==> src/rtl/npc_if.sv <==
`default_nettype none
// =============================================================================
// Module   : npc_if
// Purpose  : Fetch-side and EX-feedback signal bundle of the next-PC predictor.
// Revision : 1.0 - initial release
// =============================================================================
interface npc_if #(
    parameter int CNT_W = 32
);
    logic [31:0]      pc;
    logic             stall;
    logic [31:0]      npc;
    logic             if_pred_taken;
    logic [31:0]      if_pred_target;
    logic             ex_valid;
    logic [31:0]      ex_pc;
    logic             ex_taken;
    logic [31:0]      ex_target;
    logic             ex_pred_taken;
    logic [31:0]      ex_pred_target;
    logic             flush;
    logic [CNT_W-1:0] branch_cnt;
    logic [CNT_W-1:0] mispred_cnt;

    modport master (
        output pc, stall, ex_valid, ex_pc, ex_taken, ex_target,
               ex_pred_taken, ex_pred_target,
        input  npc, if_pred_taken, if_pred_target, flush,
               branch_cnt, mispred_cnt
    );

    modport slave (
        input  pc, stall, ex_valid, ex_pc, ex_taken, ex_target,
               ex_pred_taken, ex_pred_target,
        output npc, if_pred_taken, if_pred_target, flush,
               branch_cnt, mispred_cnt
    );
endinterface
`default_nettype wire

==> src/rtl/npc_predictor.sv <==
`default_nettype none
// =============================================================================
// Module   : npc_predictor
// Purpose  : Next-PC generator with a direct-mapped BTB, mispredict redirect,
//            stall-safe pending redirect and branch statistics.
// Revision : 1.0 - initial release
// =============================================================================
module npc_predictor #(
    parameter int IDX_W = 4,
    parameter int CNT_W = 32
) (
    input  logic clk,
    input  logic rst,
    npc_if.slave bus
);
    localparam int C_ENTRIES = 2 ** IDX_W;
    localparam int C_TAG_W   = 30 - IDX_W;

    logic [C_ENTRIES-1:0]              valid_q, valid_d;
    logic [C_ENTRIES-1:0][C_TAG_W-1:0] tag_q,   tag_d;
    logic [C_ENTRIES-1:0][31:0]        tgt_q,   tgt_d;
    logic [C_ENTRIES-1:0][1:0]         ctr_q,   ctr_d;
    logic                              pend_v_q, pend_v_d;
    logic [31:0]                       pend_tgt_q, pend_tgt_d;
    logic [CNT_W-1:0]                  branch_cnt_q, branch_cnt_d;
    logic [CNT_W-1:0]                  mispred_cnt_q, mispred_cnt_d;

    logic [IDX_W-1:0]   w_f_idx, w_e_idx;
    logic [C_TAG_W-1:0] w_f_tag, w_e_tag;
    logic               w_f_hit, w_e_hit, w_pred_taken, w_redirect;
    logic [31:0]        w_pc_plus4, w_pred_target, w_correct_pc;

    // Fetch-side lookup reads the registered table, so a same-cycle update
    // of the same index is only visible from the next cycle on.
    always_comb begin
        w_f_idx       = bus.pc[IDX_W+1:2];
        w_f_tag       = bus.pc[31:IDX_W+2];
        w_f_hit       = valid_q[w_f_idx] && (tag_q[w_f_idx] == w_f_tag);
        w_pred_taken  = w_f_hit && ctr_q[w_f_idx][1];
        w_pc_plus4    = bus.pc + 32'd4;
        w_pred_target = w_pred_taken ? tgt_q[w_f_idx] : w_pc_plus4;
    end

    always_comb begin
        w_redirect   = bus.ex_valid &&
                       ((bus.ex_taken != bus.ex_pred_taken) ||
                        (bus.ex_taken && (bus.ex_target != bus.ex_pred_target)));
        w_correct_pc = bus.ex_taken ? bus.ex_target : (bus.ex_pc + 32'd4);
    end

    assign bus.npc            = w_redirect ? w_correct_pc :
                                pend_v_q   ? pend_tgt_q   : w_pred_target;
    assign bus.if_pred_taken  = w_pred_taken;
    assign bus.if_pred_target = w_pred_target;
    assign bus.flush          = w_redirect;
    assign bus.branch_cnt     = branch_cnt_q;
    assign bus.mispred_cnt    = mispred_cnt_q;

    // The PC register ignores npc while stalled, so a redirect seen during a
    // stall is parked here and replayed on the first unstalled cycle.
    always_comb begin
        pend_v_d   = pend_v_q;
        pend_tgt_d = pend_tgt_q;
        if (w_redirect && bus.stall) begin
            pend_v_d   = 1'b1;
            pend_tgt_d = w_correct_pc;
        end else if (!bus.stall) begin
            pend_v_d   = 1'b0;
        end
    end

    always_comb begin
        w_e_idx = bus.ex_pc[IDX_W+1:2];
        w_e_tag = bus.ex_pc[31:IDX_W+2];
        w_e_hit = valid_q[w_e_idx] && (tag_q[w_e_idx] == w_e_tag);
        valid_d = valid_q;
        tag_d   = tag_q;
        tgt_d   = tgt_q;
        ctr_d   = ctr_q;
        if (bus.ex_valid) begin
            if (w_e_hit) begin
                if (bus.ex_taken) begin
                    tgt_d[w_e_idx] = bus.ex_target;
                    if (ctr_q[w_e_idx] != 2'b11) ctr_d[w_e_idx] = ctr_q[w_e_idx] + 2'd1;
                end else if (ctr_q[w_e_idx] != 2'b00) begin
                    ctr_d[w_e_idx] = ctr_q[w_e_idx] - 2'd1;
                end
            end else if (bus.ex_taken) begin
                valid_d[w_e_idx] = 1'b1;
                tag_d[w_e_idx]   = w_e_tag;
                tgt_d[w_e_idx]   = bus.ex_target;
                ctr_d[w_e_idx]   = 2'b10;
            end
        end
    end

    always_comb begin
        branch_cnt_d  = branch_cnt_q;
        mispred_cnt_d = mispred_cnt_q;
        if (bus.ex_valid && (branch_cnt_q != '1)) branch_cnt_d  = branch_cnt_q + CNT_W'(1);
        if (w_redirect && (mispred_cnt_q != '1))  mispred_cnt_d = mispred_cnt_q + CNT_W'(1);
    end

    always_ff @(posedge clk or posedge rst) begin
        if (rst) begin
            valid_q       <= '0;
            tag_q         <= '0;
            tgt_q         <= '0;
            ctr_q         <= {C_ENTRIES{2'b01}};
            pend_v_q      <= 1'b0;
            pend_tgt_q    <= '0;
            branch_cnt_q  <= '0;
            mispred_cnt_q <= '0;
        end else begin
            valid_q       <= valid_d;
            tag_q         <= tag_d;
            tgt_q         <= tgt_d;
            ctr_q         <= ctr_d;
            pend_v_q      <= pend_v_d;
            pend_tgt_q    <= pend_tgt_d;
            branch_cnt_q  <= branch_cnt_d;
            mispred_cnt_q <= mispred_cnt_d;
        end
    end
endmodule
`default_nettype wire

==> src/flat_wrapper.sv <==
// flat-port wrapper written by rule: the top's interface ports become plain ports
module npc_predictor_flat 
#(
    parameter int IDX_W = 4,
    parameter int CNT_W = 32
)
  (clk, rst, bus_pc, bus_stall, bus_ex_valid, bus_ex_pc, bus_ex_taken, bus_ex_target, bus_ex_pred_taken, bus_ex_pred_target, bus_npc, bus_if_pred_taken, bus_if_pred_target, bus_flush, bus_branch_cnt, bus_mispred_cnt);
  npc_if #(.CNT_W(CNT_W)) bus_i ();
  input  logic clk;
  input  logic rst;
  input wire logic [$bits(bus_i.pc)-1:0] bus_pc;
  input wire logic [$bits(bus_i.stall)-1:0] bus_stall;
  input wire logic [$bits(bus_i.ex_valid)-1:0] bus_ex_valid;
  input wire logic [$bits(bus_i.ex_pc)-1:0] bus_ex_pc;
  input wire logic [$bits(bus_i.ex_taken)-1:0] bus_ex_taken;
  input wire logic [$bits(bus_i.ex_target)-1:0] bus_ex_target;
  input wire logic [$bits(bus_i.ex_pred_taken)-1:0] bus_ex_pred_taken;
  input wire logic [$bits(bus_i.ex_pred_target)-1:0] bus_ex_pred_target;
  output wire logic [$bits(bus_i.npc)-1:0] bus_npc;
  output wire logic [$bits(bus_i.if_pred_taken)-1:0] bus_if_pred_taken;
  output wire logic [$bits(bus_i.if_pred_target)-1:0] bus_if_pred_target;
  output wire logic [$bits(bus_i.flush)-1:0] bus_flush;
  output wire logic [$bits(bus_i.branch_cnt)-1:0] bus_branch_cnt;
  output wire logic [$bits(bus_i.mispred_cnt)-1:0] bus_mispred_cnt;
  assign bus_i.pc = bus_pc;
  assign bus_i.stall = bus_stall;
  assign bus_i.ex_valid = bus_ex_valid;
  assign bus_i.ex_pc = bus_ex_pc;
  assign bus_i.ex_taken = bus_ex_taken;
  assign bus_i.ex_target = bus_ex_target;
  assign bus_i.ex_pred_taken = bus_ex_pred_taken;
  assign bus_i.ex_pred_target = bus_ex_pred_target;
  assign bus_npc = bus_i.npc;
  assign bus_if_pred_taken = bus_i.if_pred_taken;
  assign bus_if_pred_target = bus_i.if_pred_target;
  assign bus_flush = bus_i.flush;
  assign bus_branch_cnt = bus_i.branch_cnt;
  assign bus_mispred_cnt = bus_i.mispred_cnt;
  npc_predictor #(.IDX_W(IDX_W), .CNT_W(CNT_W)) u_core (.clk(clk), .rst(rst), .bus(bus_i));
endmodule
==> config.mk <==
export PLATFORM = sky130hd
export DESIGN_NAME = npc_predictor_flat
export DESIGN_NICKNAME = d
export VERILOG_FILES = /design/src/rtl/npc_if.sv /design/src/rtl/npc_predictor.sv /design/src/flat_wrapper.sv
export SDC_FILE = /design/constraint.sdc
export NUM_CORES = 2
export LEC_CHECK = 0
export ABC_CLOCK_PERIOD_IN_PS = 57200
export CAP_MARGIN = 0
export CORE_ASPECT_RATIO = 0.6
export CORE_MARGIN = 8
export CORE_UTILIZATION = 65
export CTS_CLUSTER_SIZE = 8
export DETAILED_ROUTE_END_ITERATION = 16
export PLACE_DENSITY = 0.85
export REMOVE_ABC_BUFFERS = 1
export SLEW_MARGIN = 15
export SYNTH_ARGS = -nofsm -noshare
export SYNTH_HDL_FRONTEND = slang
export SYNTH_SLANG_ARGS = --single-unit
==> constraint.sdc <==
create_clock -name clk -period 57.2 [get_ports clk]
set_input_delay 5.72 -clock clk [delete_from_list [all_inputs] [get_ports clk]]
set_output_delay 5.72 -clock clk [all_outputs]
set_load 0.01 [all_outputs]
## Word level (Yosys, flattened, before mapping)

Index checks and enable logic that the tools add are counted.

| cells by class | value |
|---|---|
| add/sub/neg operators | 6 |
| magnitude comparators | 3 |
| equality and inequality tests | 9 |
| multiplexer cells | 37 |
| bitwise operators | 5 |
| reduce and logical (&&, ||, !) cells | 16 |

Operators with widths:

| cell | number |
|---|---|
| bitwise mux 512 bit | 1 |
| bitwise mux 416 bit | 1 |
| two-way mux 32 bit | 11 |
| binary-select mux 26 bit (select 4 bit) | 2 |
| binary-select mux 32 bit (select 4 bit) | 1 |
| demux 32 bit (select 4 bit) | 1 |
| demux 26 bit (select 4 bit) | 1 |
| two-way mux 26 bit | 3 |
| adder 32 x 1 -> 32 bit, second input constant | 2 |
| adder 32 x 3 -> 32 bit, second input constant | 2 |
| bitwise mux 32 bit | 2 |
| inequality test 32 bit, second input constant | 2 |
| == test 26 bit | 2 |
| inequality test 32 bit | 1 |
| OR 16 bit | 2 |
| bitwise AND 16 bit | 1 |
| binary-select mux 2 bit (select 4 bit) | 2 |
| inverter 16 bit | 1 |
| less-than comparator 4 x 5 -> 1 bit, second input constant | 2 |
| logical AND 1 bit | 9 |
| binary-select mux 1 bit (select 4 bit) | 2 |
| demux 2 bit (select 4 bit) | 1 |
| two-way mux 2 bit | 3 |
| nonzero test 2 bit | 3 |
| other kinds (14) | 18 |

| storage, ports and cells | value |
|---|---|
| register bits | 1,073 |
| input port bits | 134 |
| output and inout port bits | 130 |
| logic and storage cells | 129 |

## Logic depth before layout (Yosys ltp)

| logic depth | value |
|---|---|
| depth after elaboration | 8 |
| gate-level depth with buffers | 17 |
| mapped depth without buffers | 10 |

## Least setup slack after synthesis

No wires, ideal clock.

| timing path | value |
|---|---|
| path kind | input to output |
| start point | input port bus_pc[2] |
| end point | output port bus_npc[16] |
| data arrival time | 9,234 ps |
| required time | 51,480 ps |
| setup slack | 42,246 ps |
| stages | 13 |
| path buffers | 4 |
| path through | buf_2 buf_2 buf_2 mux4_2 a22oi_1 nand2_1 xor2_1 a2111oi_0 nand4_1 nor3_2 buf_2 mux2_1 a211o_1 |

| on the way | value |
|---|---|
| word-level cells in the longest chain between the ends | 8 |

RTL lines:

| item | RTL line | text |
|---|---|---|
| start, declared | flat_wrapper.sv:11 | `input wire logic [$bits(bus_i.pc)-1:0] bus_pc;` |
| binary-select mux 26 bit (select 4 bit) | npc_predictor.sv:38 | `w_f_hit = valid_q[w_f_idx] && (tag_q[w_f_idx] == w_f_tag);` |
| two-way mux 26 bit (implied by the code) | npc_predictor.sv:38 |  |
| == test 26 bit | npc_predictor.sv:38 |  |
| logical AND 1 bit | npc_predictor.sv:38 |  |
| logical AND 1 bit | npc_predictor.sv:39 | `w_pred_taken = w_f_hit && ctr_q[w_f_idx][1];` |
| two-way mux 32 bit (*) | npc_predictor.sv:41 | `w_pred_target = w_pred_taken ? tgt_q[w_f_idx] : w_pc_plus4;` |
| net bus_if_pred_target[16] | flat_wrapper.sv:21 | `output wire logic [$bits(bus_i.if_pred_target)-1:0] bus_if_pred_target;` |
| two-way mux 32 bit (*) | npc_predictor.sv:52 | `pend_v_q ? pend_tgt_q : w_pred_target;` |
| two-way mux 32 bit (*) | npc_predictor.sv:51 | `assign bus.npc = w_redirect ? w_correct_pc :` |
| end, declared | flat_wrapper.sv:19 | `output wire logic [$bits(bus_i.npc)-1:0] bus_npc;` |

The timed path passes the listed nets; every way through them passes the cells marked *. The select of a mux whose other input is x is not followed.

## Final worst setup path

| timing path | value |
|---|---|
| start point | input port bus_pc[2] |
| end point | output port bus_npc[26] |

| on the way | value |
|---|---|
| word-level cells in the longest chain between the ends | 8 |

RTL lines:

| item | RTL line |
|---|---|
| binary-select mux 26 bit (select 4 bit) | npc_predictor.sv:38 |
| two-way mux 26 bit (implied by the code) | npc_predictor.sv:38 |
| == test 26 bit | npc_predictor.sv:38 |
| logical AND 1 bit | npc_predictor.sv:38 |
| logical AND 1 bit | npc_predictor.sv:39 |
| two-way mux 32 bit (*) | npc_predictor.sv:41 |
| two-way mux 32 bit (*) | npc_predictor.sv:52 |
| two-way mux 32 bit (*) | npc_predictor.sv:51 |

Every way passes the cells marked *; elsewhere a longest branch is shown, timed or not. The select of a mux whose other input is x is not followed.

==> flow_summary.yaml <==
routing:
  antenna_left: 0
  avgRoutedWirePerCell_um: 31.85
  top_layer: "met5"
  routed-via-count: 43919
  drc: 0
  route.met2.wl_mm: 82.02
  postRouteWirelength_mm: 194.2
  met3_wirelength_mm: 31.50
  viasPerCell: 7.202
  detail_route.wirelength.met1_mm: 67.11
  drt_pre_antenna_iters: 7
  detail_route.iter0.violations: 6856
logic_synthesis:
  async_flop_share_pct: 100.0
  yosys-top-cells-count: "sky130_fd_sc_hd__nand2_1 (1,173), sky130_fd_sc_hd__dfrtp_1 (1,057), sky130_fd_sc_hd__mux2_2 (433), sky130_fd_sc_hd__mux4_2 (358), sky130_fd_sc_hd__clkbuf_1 (240)"
  mappedNetlistArea_um2: 56740
  synth_top_cells_by_area: "sky130_fd_sc_hd__dfrtp_1 (47%), sky130_fd_sc_hd__mux4_2 (14%), sky130_fd_sc_hd__mux2_2 (8.6%)"
  yosysMostFrequentCell: "sky130_fd_sc_hd__nand2_1"
  muxShareOfSynthArea_pct: 29.64
  yosys.area_share.simple_pct: 12.54
  synth_top_family_by_area: "multiplexers"
  parity_gate_share_of_the_synthesized_area_counting_xor_and_xnor_cells_pct: 2.948
  netlist-cell-type-count: 76
  syn-instance-count: 4753
  synth_area_per_inst_um2: 11.94
  synthDominantCellAreaShare_pct: 46.62
  synth_ff_type: "sky130_fd_sc_hd__dfrtp_1"
  yosys_register_bits: 1073
  synth_seq_area_share_pct: 47.36
  synth_area_leader_cell: "sky130_fd_sc_hd__dfrtp_1"
  synth_fa_ha_area_share_pct: 0.1985
  synth-edff-count: 0
  yosysWarningCount: 0
  synth_compound_gate_area_share_pct: 3.819
power_and_ir_drop:
  cellLeakagePower_uw: 0.02939
  power.share.clock_pct: 36.0
  pwr_density_cell_nw_per_um2: 36.02
  post-layout-total-power_uw: 2319
  swShare_pct: 29.25
  largest_vdd_supply_drop_mv: 0.02636
  power.internal_uw: 1641
  p_sw_uw: 678.2
  combinationalPowerShare_pct: 20.3
  seqPwrFrac_pct: 43.7
placement:
  placement.io_buffers: 263
  place_hpwl_mm: 119.9
  gp_routability_congestion: 0.9871
critical_path:
  critPathMaxStageDelay_ps: 870
  critPathKind: "in2out"
  timing.critical_path.slowest_stage_cell: "sky130_fd_sc_hd__nor4_1"
  worstSetupEndpointType: "primary output"
  worstPathCellList: "buf_8 > buf_4 > mux4_2 > mux4_2 > xor2_1 > nor4_1 > nand4_1 > nor3_4 > buf_4 > mux2_1 > a211o_1 > clkdlybuf4s50_1"
  critical_path_peak_fanout: 67
  setup.worst_path.start_class: "primary input"
  timing.critical_path.arrival_ps: 12020
  crit_required_ps: 51480
die:
  die_width_um: 397.4
  number_of_top_level_pins: 264
  fp-row-count: 84
  die_y_um: 244.9
  core_area_um2: 87020
  design.die.area_um2: 97310
  initial_utilization_pct: 65.20
run:
  maxCapViolations: 0
sta:
  grt_setup_unrepaired: "false"
  final_period_minus_worst_setup_slack_ps: 17740
  hold_viol: 0
  maxSlewViolCount: 0
  clock_skew_ps: 74.91
  max_slew.worst_pin.slew_ps: 1222
  fmax_ghz: 0.05638
  max-slew-margin-rel_pct: 18.06
  fin_crit_sh_pct: 31.01
  final.setup.tns_ps: 0
  setup_violations: 0
clock_tree:
  cts_tree: "yes"
  clkTransAtPathRegs_ps: 50
  h_tree_level_count: 4
  post_cts_resize_count: 0
  ctsHoldBuffers: 0
  clock_tree.buffer_depth: 3
  clkSinkCount: 1073
  cts_inserted_buffers: 152
  worst_skew_pair.late_latency_ps: 800
  cts_setup_buffers: 0
  root_buffer: "sky130_fd_sc_hd__clkbuf_16"
final_layout:
  final_net_count: 5029
  layout_cell_share_with_drive_strength_beyond_1_pct: 27.59
  area_delta_synth_final_pct: 13.47
global_route:
  global_route_wire_length_before_repair_mm: 288.2
  maximum_number_of_pins_on_one_net_before_global_route_repair: 171
  grt_antenna_before_repair: 14
  grt_usage_pct: 39.54
  grt_pass1_vias: 44698
  grt_overflow_total: 0
status:
  status: "finished, final reports clean"
worst_hold_path:
  min_path_type: "reg2reg"
-- kinds of logic after synthesis --
group | Yosys count
buf+inv | 440
fa+ha+maj | 9
flops | 1073
mux | 1081
simple gates | 1648
xor+xnor | 191
compound gates | 311
-- path summary, 6_finish.rpt --
path | from | end | slack (ps) | depth (start not counted)
max in group asynchronous | rst | u_core.tag_q[151] | 48390 | 5
min in group asynchronous | rst | u_core.tgt_q[481] | 5580 | 2
max reg2reg | u_core.tag_q[51] | u_core.tag_q[393] | 52010 | 11
min | u_core.pend_tgt_q[21] | u_core.pend_tgt_q[21] | 470 | 1
max | bus_pc[2] | bus_npc[26] | 39460 | 12
min reg2reg | u_core.pend_tgt_q[21] | u_core.pend_tgt_q[21] | 470 | 1
-- flip-flops by register name, indices dropped and copies added (netlist names) --
name                    cells
u_core.ctr_q               32
u_core.pend_tgt_q          32
u_core.valid_q             16
u_core.bus.mispred_cnt     32
u_core.tag_q              416
u_core.pend_v_q             1
u_core.bus.branch_cnt      32
u_core.tgt_q              512
-- layer usage --
layer | vias up | GRT usage (%)
li1 | 16986 | -
met1 | 21984 | 50.89
met2 | 3915 | 55.12
met3 | 1020 | 18.48
met4 | 14 | 22.77
met5 | - | 0
-- stage by stage --
stage | cell area [um2] | cells | util [%] | hold slack (ps) | worst slack [ps]
floorplan | 54890 | 4349 | - | 440.3 | 21300
global placement | 60090 | 5893 | 69.05 | 450.5 | 39810
detailed placement | 60090 | 5893 | 69.05 | 458.3 | 39790
CTS | 64370 | 6091 | 73.97 | 468.8 | 39750
global route | 64380 | 6095 | 73.98 | 481.0 | 39370
finish | 64390 | 6098 | 73.99 | 467.5 | 39460
-- critical path, delay by kind of cell --
kind            cells  cell delay (ps)
compound gates      1              270
mux                 3             1510
simple gates        3             1480
xor+xnor            1              160
buf+inv             4             2710
-- final cells by class --
type,count,area (um2)
Multi-Input combinational cell,3240,28080
Antenna cell,7,17.52
Sequential cell,1073,26870
Clock buffer,185,3991
Tap cell,1161,1453
Clock inverter,13,284.0
Timing Repair Buffer,383,3543
Inverter,36,142.6
Fill cell,5249,22640
-- placed cells by master (no fill, tap or decap), types with 37 or more instances in the layout --
cell type	instances
sky130_fd_sc_hd__xnor2_1	112
sky130_fd_sc_hd__o21ai_0	44
sky130_fd_sc_hd__and3_1	57
sky130_fd_sc_hd__nand4_1	38
sky130_fd_sc_hd__mux4_2	358
sky130_fd_sc_hd__nand3_1	62
sky130_fd_sc_hd__clkdlybuf4s50_1	255
sky130_fd_sc_hd__nor2_1	134
sky130_fd_sc_hd__o22ai_1	37
sky130_fd_sc_hd__buf_4	122
sky130_fd_sc_hd__a21oi_1	53
sky130_fd_sc_hd__mux2_2	433
sky130_fd_sc_hd__mux2_4	190
sky130_fd_sc_hd__dfrtp_1	1057
sky130_fd_sc_hd__mux2i_1	81
sky130_fd_sc_hd__nand2_1	1157
sky130_fd_sc_hd__xor2_1	79
sky130_fd_sc_hd__clkbuf_16	155
-- power groups by stage --
stage | sequential [uW] | combinational (uW) | clock (uW)
finish | 1010 | 472 | 835
global route | 1020 | 496 | 870
CTS | 1000 | 462 | 837
detailed placement | 1010 | 453 | 0
global placement | 999 | 435 | 0
floorplan | 980 | 302 | 0
Note: power is estimated with default switching activity, not from simulation.
